--- src/rtl/ysyx_23060184_pipe_stage_pkg.sv ---
//------------------------------------------------------------------------------
// Module   : ysyx_23060184_pipe_stage_pkg
// Brief    : Shared defines for the inter-stage pipeline registers: per-stage
//            payload widths and bit positions inside the control vector.
// Revision : 1.0 - initial release
//------------------------------------------------------------------------------
`default_nettype none

package ysyx_23060184_pipe_stage_pkg;

    // Default widths used by every stage register instance
    localparam int PIPE_CTRL_W = 16;
    localparam int PIPE_DATA_W = 128;

    // Bit positions of the side-effect control vector
    typedef enum logic [3:0] {
        CTRL_REGWRITE = 4'd0,
        CTRL_MEMWRITE = 4'd1,
        CTRL_MEMREAD  = 4'd2,
        CTRL_JAL      = 4'd3,
        CTRL_JALR     = 4'd4,
        CTRL_BRANCH   = 4'd5,
        CTRL_ECALL    = 4'd6,
        CTRL_MRET     = 4'd7,
        CTRL_CSRWRITE = 4'd8
    } ctrl_bit_e;

    // Masks a control vector so it can only carry side effects for a valid beat
    function automatic logic [PIPE_CTRL_W-1:0] gate_ctrl(
        input logic [PIPE_CTRL_W-1:0] ctrl,
        input logic                   valid
    );
        return ctrl & {PIPE_CTRL_W{valid}};
    endfunction

endpackage

`default_nettype wire

--- src/rtl/ysyx_23060184_pipe_entry.sv ---
//------------------------------------------------------------------------------
// Module   : ysyx_23060184_pipe_entry
// Brief    : One storage slot of a pipeline register: valid bit, control
//            vector and payload. Flush and clear empty the slot and zero the
//            control bits; the payload only returns to zero on reset.
// Revision : 1.0 - initial release
//------------------------------------------------------------------------------
`default_nettype none

module ysyx_23060184_pipe_entry #(
    parameter int CTRL_W = 16,
    parameter int DATA_W = 128
) (
    input  logic              clk,
    input  logic              rst,
    input  logic              i_flush,
    input  logic              i_load,
    input  logic              i_clear,
    input  logic [CTRL_W-1:0] i_ctrl,
    input  logic [DATA_W-1:0] i_data,
    output logic              o_valid,
    output logic [CTRL_W-1:0] o_ctrl,
    output logic [DATA_W-1:0] o_data
);

    logic              r_valid;
    logic [CTRL_W-1:0] r_ctrl;
    logic [DATA_W-1:0] r_data;

    // Slot update: flush beats load, load beats clear; data survives emptying
    always_ff @(posedge clk or posedge rst) begin
        if (rst) begin
            r_valid <= 1'b0;
            r_ctrl  <= '0;
            r_data  <= '0;
        end else if (i_flush) begin
            r_valid <= 1'b0;
            r_ctrl  <= '0;
        end else if (i_load) begin
            r_valid <= 1'b1;
            r_ctrl  <= i_ctrl;
            r_data  <= i_data;
        end else if (i_clear) begin
            r_valid <= 1'b0;
            r_ctrl  <= '0;
        end
    end

    assign o_valid = r_valid;
    assign o_ctrl  = r_ctrl;
    assign o_data  = r_data;

endmodule

`default_nettype wire

--- src/rtl/ysyx_23060184_pipe_stage.sv ---
//------------------------------------------------------------------------------
// Module   : ysyx_23060184_pipe_stage
// Brief    : Valid/ready inter-stage pipeline register with synchronous flush.
//            Control bits are forced to zero whenever no beat is held.
//            Build option YSYX_23060184_PIPE_SKID_EN adds a second (skid)
//            entry so in_ready comes straight from a flop.
// Revision : 1.0 - initial release
//------------------------------------------------------------------------------
`default_nettype none

module ysyx_23060184_pipe_stage
    import ysyx_23060184_pipe_stage_pkg::*;
#(
    parameter int DATA_W = PIPE_DATA_W,
    parameter int CTRL_W = PIPE_CTRL_W
) (
    input  logic              clk,
    input  logic              reset,
    input  logic              flush,
    input  logic              in_valid,
    output logic              in_ready,
    input  logic [CTRL_W-1:0] in_ctrl,
    input  logic [DATA_W-1:0] in_data,
    output logic              out_valid,
    input  logic              out_ready,
    output logic [CTRL_W-1:0] out_ctrl,
    output logic [DATA_W-1:0] out_data,
    output logic [1:0]        occupancy
);

    logic              w_accept;
    logic              w_deliver;
    logic              w_main_valid;
    logic [CTRL_W-1:0] w_main_ctrl;
    logic [DATA_W-1:0] w_main_data;
    logic              w_main_load;
    logic              w_main_clear;
    logic [CTRL_W-1:0] w_main_ld_ctrl;
    logic [DATA_W-1:0] w_main_ld_data;

    assign w_accept  = in_valid & in_ready;
    assign w_deliver = w_main_valid & out_ready;

    // Head of the stage: this entry always drives the downstream side
    ysyx_23060184_pipe_entry #(
        .CTRL_W (CTRL_W),
        .DATA_W (DATA_W)
    ) u_main (
        .clk     (clk),
        .rst     (reset),
        .i_flush (flush),
        .i_load  (w_main_load),
        .i_clear (w_main_clear),
        .i_ctrl  (w_main_ld_ctrl),
        .i_data  (w_main_ld_data),
        .o_valid (w_main_valid),
        .o_ctrl  (w_main_ctrl),
        .o_data  (w_main_data)
    );

`ifdef YSYX_23060184_PIPE_SKID_EN

    logic              w_skid_valid;
    logic [CTRL_W-1:0] w_skid_ctrl;
    logic [DATA_W-1:0] w_skid_data;
    logic              w_skid_load;
    logic              w_skid_clear;
    logic              w_skid_valid_nxt;
    logic              r_in_ready;

    // Main refills from skid first so beat order is preserved; it only takes
    // the input directly when skid is empty.
    assign w_main_load    = w_deliver ? (w_skid_valid | w_accept)
                                      : (~w_main_valid & w_accept);
    assign w_main_clear   = w_deliver & ~w_skid_valid & ~w_accept;
    assign w_main_ld_ctrl = w_skid_valid ? w_skid_ctrl : in_ctrl;
    assign w_main_ld_data = w_skid_valid ? w_skid_data : in_data;

    // Skid catches a beat that arrives while main is stalled, and drains
    // into main on the next delivery.
    assign w_skid_load  = w_accept & w_main_valid & ~w_deliver;
    assign w_skid_clear = w_deliver & w_skid_valid;

    assign w_skid_valid_nxt = flush       ? 1'b0 :
                              w_skid_load ? 1'b1 :
                              w_skid_clear ? 1'b0 : w_skid_valid;

    ysyx_23060184_pipe_entry #(
        .CTRL_W (CTRL_W),
        .DATA_W (DATA_W)
    ) u_skid (
        .clk     (clk),
        .rst     (reset),
        .i_flush (flush),
        .i_load  (w_skid_load),
        .i_clear (w_skid_clear),
        .i_ctrl  (in_ctrl),
        .i_data  (in_data),
        .o_valid (w_skid_valid),
        .o_ctrl  (w_skid_ctrl),
        .o_data  (w_skid_data)
    );

    // Registered ready: low during reset, then mirrors "skid will be empty"
    always_ff @(posedge clk or posedge reset) begin
        if (reset) begin
            r_in_ready <= 1'b0;
        end else begin
            r_in_ready <= ~w_skid_valid_nxt;
        end
    end

    assign in_ready  = r_in_ready;
    assign occupancy = {1'b0, w_main_valid} + {1'b0, w_skid_valid};

`else

    // Single entry: accept whenever the slot is empty or is being drained now
    assign in_ready       = ~w_main_valid | out_ready;
    assign w_main_load    = w_accept;
    assign w_main_clear   = w_deliver & ~w_accept;
    assign w_main_ld_ctrl = in_ctrl;
    assign w_main_ld_data = in_data;
    assign occupancy      = {1'b0, w_main_valid};

`endif

    assign out_valid = w_main_valid;
    assign out_ctrl  = w_main_ctrl & {CTRL_W{w_main_valid}};
    assign out_data  = w_main_data;

endmodule

`default_nettype wire

--- config.mk ---
export PLATFORM = sky130hd
export DESIGN_NAME = ysyx_23060184_pipe_stage
export DESIGN_NICKNAME = d
export VERILOG_FILES = /design/src/rtl/ysyx_23060184_pipe_stage_pkg.sv /design/src/rtl/ysyx_23060184_pipe_entry.sv /design/src/rtl/ysyx_23060184_pipe_stage.sv
export SDC_FILE = /design/constraint.sdc
export NUM_CORES = 1
export LEC_CHECK = 0
export BUFFER_PORTS_ARGS = -buffer_cell sky130_fd_sc_hd__buf_2
export CAP_MARGIN = 20
export CORE_MARGIN = 4
export CORE_UTILIZATION = 45
export DETAILED_ROUTE_END_ITERATION = 6
export GPL_TIMING_DRIVEN = 0
export PLACE_DENSITY = 0.91
export SLEW_MARGIN = 10
export SYNTH_ARGS = -nofsm -noshare
export SYNTH_HDL_FRONTEND = slang
export SYNTH_SLANG_ARGS = --single-unit
--- constraint.sdc ---
create_clock -name clk -period 6.85 [get_ports clk]
set_input_delay 0.3425 -clock clk [delete_from_list [all_inputs] [get_ports clk]]
set_output_delay 0.3425 -clock clk [all_outputs]
set_load 0.005 [all_outputs]
==> impl_metrics.env, run 1 <==
export IMPL_status="completed"
export IMPL_grt_ovfl_total=0
export IMPL_cts_root_buf="clkbuf_16"
export IMPL_start_kind="register"
export IMPL_endpoint_kind="output port"
export IMPL_drv_cap=0
export IMPL_finalWeightedCongestion=0.812
export IMPL_start_util=0.466
export IMPL_vias=4205
export IMPL_drtAntennaViolNets=0
export IMPL_synthesis_nets=505
export IMPL_antenna_found_initial=1
export IMPL_drcViolationCount=0
export IMPL_cts_sinks=145
export IMPL_synthTopCellsByCount="dfrtp_1 (145), mux2_2 (128), nor2_1 (18)"
export IMPL_fill_cells=926
export IMPL_yosys_top_cells_area="dfrtp_1 (64%), mux2_2 (25%), buf_6 (2.6%), a32oi_1 (2.3%), and2_1 (1.7%)"
export IMPL_path_class="reg -> out"
export IMPL_clkSlewWorstSetupHoldPaths_ns=0.06
export IMPL_synth_edff_count=0
export IMPL_antenna_cells=0
export IMPL_synth_ff_type="dfrtp_1"
export IMPL_drt_wl_total_um=15600
export IMPL_core_um2=12200
export IMPL_dpl_hpwl_um=12100
export IMPL_hold_viol_final=0
export IMPL_p_total_w=0.00229
export IMPL_die_h_um=120
export IMPL_post_route_period_util=0.330
export IMPL_num_io_pins=297
export IMPL_dr_pass1_iters=5
export IMPL_fin_tns_setup_ns=0
export IMPL_h_tree_depth=4
export IMPL_grt_max_degree=78
export IMPL_synth_async_reset_ratio=1.00
export IMPL_rsz0062_at_grt="no"
export IMPL_grt_pass1_vias=4749
export IMPL_setup_viol=0
export IMPL_r2r_cells=6
export IMPL_maxSlewViolCount=0
export IMPL_wl_per_cell_um=18.4
export IMPL_clock_latency_ns=0.40
export IMPL_vias_per_cell=4.96
export IMPL_worst_slew_pin_slew_ns=0.639
export IMPL_static_leakage_power_nw=3.93
export IMPL_yosysWarnings=0
export IMPL_syn_area_per_cell_um2=15.9
export IMPL_cts_buffers_inserted=17
export IMPL_holdBufCountCts=0
export IMPL_power_density_nw_per_um2=290
export IMPL_drive_above_1_share=0.696
export IMPL_syn_area_um2=5670
export IMPL_grt_pass1_wl_um=24300
export IMPL_fmax_mhz=443
export IMPL_place_area_um2=7380
export IMPL_cts_resized=0
export IMPL_worstPathMaxFanout=10
export IMPL_chipWidth_um=120
export IMPL_row_count=40
export IMPL_fin_ws_ns=4.59
export IMPL_critPathRequiredTime_ns=6.51
export IMPL_io_buffers=294
export IMPL_area_growth_pct=39.3
export IMPL_synthesis_instances=356
export IMPL_post_place_ws_ns=4.96
export IMPL_ys_seq_area_frac=0.640
export IMPL_skew_ns=0.00422
export IMPL_layout_nets=819
export IMPL_synth_largest_area_cell="dfrtp_1"
export IMPL_vdd_drop_max_mv=0.150
export IMPL_slew_headroom=0.574
export IMPL_post_cts_setup_buffers=0
export IMPL_grt_usage=0.218
export IMPL_tritoncts="yes"
export IMPL_postLayoutCoreUtil=0.649
export IMPL_min_period_ns=2.26
export IMPL_yosys_cell_types_count=19
export IMPL_netlist_area_leader_share=0.640
export IMPL_die_area_um2=14500
export IMPL_drt_iter0_drc=215
export IMPL_final_cell_area_um2=7900
export IMPL_cts_buffer_depth=2
export IMPL_hold_class="in -> async"
export IMPL_arrival_ns=1.92
export IMPL_synth_ff_latch_count=145
export IMPL_yosysMostFrequentCell="dfrtp_1"
[per-stage QoR]
stage	hold slack, ns	std cells
3_5_place_dp	0.490	819
6_report	0.0343	848
2_1_floorplan	0.472	356
3_3_place_gp	0.484	818
5_1_grt	0.0608	848
4_1_cts	0.0533	848
[cell families after synthesis]
kind of cell,Yosys count,share of synthesized area
buffers and inverters,27,0.0406
DFF,145,0.640
other,1,0.000661
and+or+nand+nor,37,0.0358
AOI/OAI and AO/OA,16,0.0252
muxes,130,0.258
[placed cells by master (no fill, tap or decap), drive strengths merged]
cell      instances
a32oi            15
and2             15
buf             315
clkbuf           27
clkinv            4
clkinvlp          2
conb              1
dfrtp           145
inv               3
mux2            128
mux2i             2
nand2             1
nand3             1
nor2             18
nor2b             1
nor3b             1
o221a             1
[power breakdown]
group	internal (W)	total [W]	switching (W)
clock network	0.000482	0.000805	0.000323
logic	0.000242	0.000418	0.000176
registers	0.000993	0.00106	0.0000703
total	0.00172	0.00229	0.000570
[layout make-up]
type	instances	area, um2	area share
buffer	24	219	0.0277
multi-input combinational	184	1810	0.229
clock inverter	6	35.0	0.00444
tap	168	210	0.0266
clock buffer	23	478	0.0605
timing repair buffer	295	1500	0.190
sequential	145	3630	0.460
inverter	3	16.3	0.00206
[registers in the layout, summed over array words and instances, names as in the netlist]
name and flops:
u_main.o_data 128, u_main.o_ctrl 16, u_main.o_valid 1
[worst paths after layout]
kind / start / end / slack [ns]
max in group asynchronous: reset / u_main.o_data[2] / 6.03
min in group clk: in_data[8] / u_main.o_data[8] / 0.16
worst min register to register: u_main.o_data[95] / u_main.o_data[95] / 0.50
worst max-delay path: u_main.o_valid / in_ready / 4.59
worst max register to register: u_main.o_valid / u_main.o_data[97] / 4.97
worst min-delay path: reset / u_main.o_data[54] / 0.03
[worst max-delay path: stages, from the launching register on]
cell and delay (ns):
dfrtp_1 0.43, buf_6 0.16, nor2b_4 0.14, inv_1 0.17
buf_1 0.41, buf_2 0.20
[layer usage]
metal / global-route usage / vias up / routed length [um] / share of wire
li1: - / 1876 / - / -
met1: 0.225 / 2066 / 5360 / 0.34
met2: 0.401 / 225 / 8410 / 0.54
met3: 0.0688 / 36 / 1310 / 0.084
met4: 0.0984 / 2 / 501 / 0.032
met5: 0 / - / 7 / 0.00045
No activity file was read; power rests on OpenSTA's default activity.
==> run 2, diff against run 1 <==
- ABC_AREA: default -> 1
- PLACE_DENSITY: 0.91 -> 0.9
- clock period: 6.85 -> 2.2 ns (I/O delays scaled with it)
==> impl_metrics.env, run 2 <==
export IMPL_status="completed"
export IMPL_start_kind="register"
export IMPL_yosys_cell_types_count=12
export IMPL_grt_pass1_vias=7360
export IMPL_yosysMostFrequentCell="nand2_1"
export IMPL_place_area_um2=7630
export IMPL_final_cell_area_um2=9670
export IMPL_skew_ns=0.00664
export IMPL_holdPathStages=3
export IMPL_rsz0062_at_grt="no"
export IMPL_num_io_pins=297
export IMPL_post_route_period_util=0.866
export IMPL_static_leakage_power_nw=5.54
export IMPL_reg2reg_from="u_main.o_valid"
export IMPL_chipWidth_um=122
export IMPL_layout_common_cells="buf_2 (332), nand2_1 (291), nand3_1 (160), dlygate4sd3_1 (145), dfrtp_1 (145)"
export IMPL_crit_family="buffers and inverters"
export IMPL_cts_resized=0
export IMPL_syn_area_um2=5880
export IMPL_fmax_mhz=525
export IMPL_slew_headroom=0.463
export IMPL_hp_start="in_valid"
export IMPL_antenna_found_initial=1
export IMPL_largest_reg_flops=128
export IMPL_hold_class="in -> reg"
export IMPL_finalWeightedCongestion=0.822
export IMPL_min_period_ns=1.91
export IMPL_synth_ff_type="dfrtp_1"
export IMPL_io_buffers=295
export IMPL_worst_slew_pin_slew_ns=0.804
export IMPL_netlist_area_leader_share=0.617
export IMPL_layout_commonest_cell="buf_2"
export IMPL_core_um2=12700
export IMPL_drt_wl_total_um=25000
export IMPL_worst_path_max_delay_cell="dfrtp_1"
export IMPL_ys_seq_area_frac=0.617
export IMPL_layout_nets=1283
export IMPL_arrival_ns=1.80
export IMPL_grt_ovfl_total=0
export IMPL_fill_cells=739
export IMPL_path_cells="buf_2 > nand2_2 > buf_2 > buf_2 > buf_2"
export IMPL_reg2reg_slack_ns=0.50
export IMPL_worstPathMaxFanout=10
export IMPL_vdd_drop_max_mv=0.509
export IMPL_dpl_hpwl_um=13600
export IMPL_clock_latency_ns=0.41
export IMPL_cpMostUsedCell="buf_2"
export IMPL_grt_pass1_wl_um=38000
export IMPL_synthTopCellsByCount="nand2_1 (291), nand3_1 (160), dfrtp_1 (145)"
export IMPL_row_count=41
export IMPL_synthesis_instances=672
export IMPL_setup_viol=0
export IMPL_yosys_top_cells_area="dfrtp_1 (62%), nand2_1 (19%), nand3_1 (14%), buf_2 (3.1%), inv_1 (1.3%)"
export IMPL_synth_ff_latch_count=145
export IMPL_cp_num_buf_inv=4
export IMPL_power_density_nw_per_um2=781
export IMPL_hold_viol_final=0
export IMPL_critPathRequiredTime_ns=2.09
export IMPL_cts_root_buf="clkbuf_16"
export IMPL_clkSlewWorstSetupHoldPaths_ns=0.05
export IMPL_synth_largest_area_cell="dfrtp_1"
export IMPL_h_tree_depth=4
export IMPL_maxSlewViolCount=0
export IMPL_endpoint_kind="output port"
export IMPL_wl_per_cell_um=19.0
export IMPL_r2r_cells=6
export IMPL_drtAntennaViolNets=0
export IMPL_vias=7146
export IMPL_postLayoutCoreUtil=0.760
export IMPL_drt_iter0_drc=761
export IMPL_vias_per_cell=5.42
export IMPL_worstReg2RegEnd="u_main.o_data[20]"
export IMPL_tritoncts="yes"
export IMPL_cts_sinks=145
export IMPL_synthesis_nets=821
export IMPL_syn_area_per_cell_um2=8.75
export IMPL_dr_pass1_iters=5
export IMPL_hold_path_end="u_main.o_valid"
export IMPL_synth_async_reset_ratio=1.00
export IMPL_grt_max_degree=40
export IMPL_path_class="reg -> out"
export IMPL_grt_usage=0.331
export IMPL_cts_buffers_inserted=17
export IMPL_area_growth_pct=64.4
export IMPL_drcViolationCount=0
export IMPL_yosysWarnings=0
export IMPL_post_cts_setup_buffers=0
export IMPL_die_h_um=122
export IMPL_slowest_delay_ns=0.40
export IMPL_cp_startpoint="u_main.o_valid"
export IMPL_drive_above_1_share=0.324
export IMPL_die_area_um2=15000
export IMPL_start_util=0.462
export IMPL_drv_cap=0
export IMPL_cts_buffer_depth=2
export IMPL_synth_edff_count=0
[run 2: cell count changes in the layout (fill, tap and decap cells not counted), moves of 18 or more]
cell,before,now
dlygate4sd3_1,0,145
inv_1,2,20
buf_2,297,332
nand3_1,1,160
mux2_2,128,0
nor2_1,18,0
nand2_1,1,291
[run 2: power by group]
group          total, W  internal [W]  switching, W
clock           0.00279       0.00170       0.00109
combinational   0.00150      0.000698      0.000798
sequential      0.00326       0.00303      0.000230
total           0.00755       0.00543       0.00211
[run 2: how the worst max path moves through the flow]
stage / to / slack (ns) / cells after the start
5_1_grt: in_ready / 0.17 / 5
3_5_place_dp: u_main.o_data[20] / 0.55 / 6
2_1_floorplan: u_main.o_ctrl[0] / 0.27 / 1
4_1_cts: in_ready / 0.28 / 5
6_report: in_ready / 0.29 / 5
3_3_place_gp: u_main.o_data[78] / -0.59 / 2
[run 2: what timing repair did]
item	4_1_cts	5_1_grt
hold buffers	145	0
endpoints found under the hold margin	178	0
endpoints found under the setup margin	0	0
[run 2: cell type report]
cell class | instances | area, um2 | share of cell area
clock inverter | 7 | 76.3 | 0.00790
tap | 172 | 215 | 0.0223
timing repair buffer | 443 | 2990 | 0.309
inverter | 21 | 82.6 | 0.00854
multi-input combinational | 455 | 1920 | 0.199
clock buffer | 24 | 502 | 0.0519
sequential | 145 | 3630 | 0.375
antenna | 1 | 2.50 | 0.000259
buffer | 51 | 253 | 0.0261
[run 2: cells by family (layout without fill, tap and decap cells)]
| logic type | Yosys count | count (layout) | share of synthesized area |
|---|---|---|---|
| other cells | 1 | 2 | 0.000638 |
| buf+inv | 72 | 546 | 0.0564 |
| simple gates | 453 | 453 | 0.325 |
| compound gates | 1 | 1 | 0.000850 |
| flops | 145 | 145 | 0.617 |
[run 2: metal layers]
layer  global-route usage  vias up  share of wire
li1                     -     3060              -
met1                0.362     3382           0.34
met2                0.554      553           0.49
met3               0.0977      151           0.11
met4                0.227        0          0.067
met5                    0        -              0
[run 2: metrics by stage]
stage,std cells,setup TNS (ns),total power [W],worst slack (ns),hold slack (ns)
after CTS,1318,0,0.00743,0.276,0.0114
final,1319,0,0.00755,0.295,0.0431
after floorplan,672,0,0.00376,0.271,0.173
after global placement,1139,-83.95,0.00439,-0.589,0.329
after global routing,1319,0,0.00784,0.174,0.0576
after detailed placement,1142,0,0.00445,0.553,0.287
[run 2: worst min-delay path, delay by kind of cell]
kind                   cells  cell delay [ns]
AO/OA/AOI/OAI              1             0.09
buffers and inverters      2             0.20
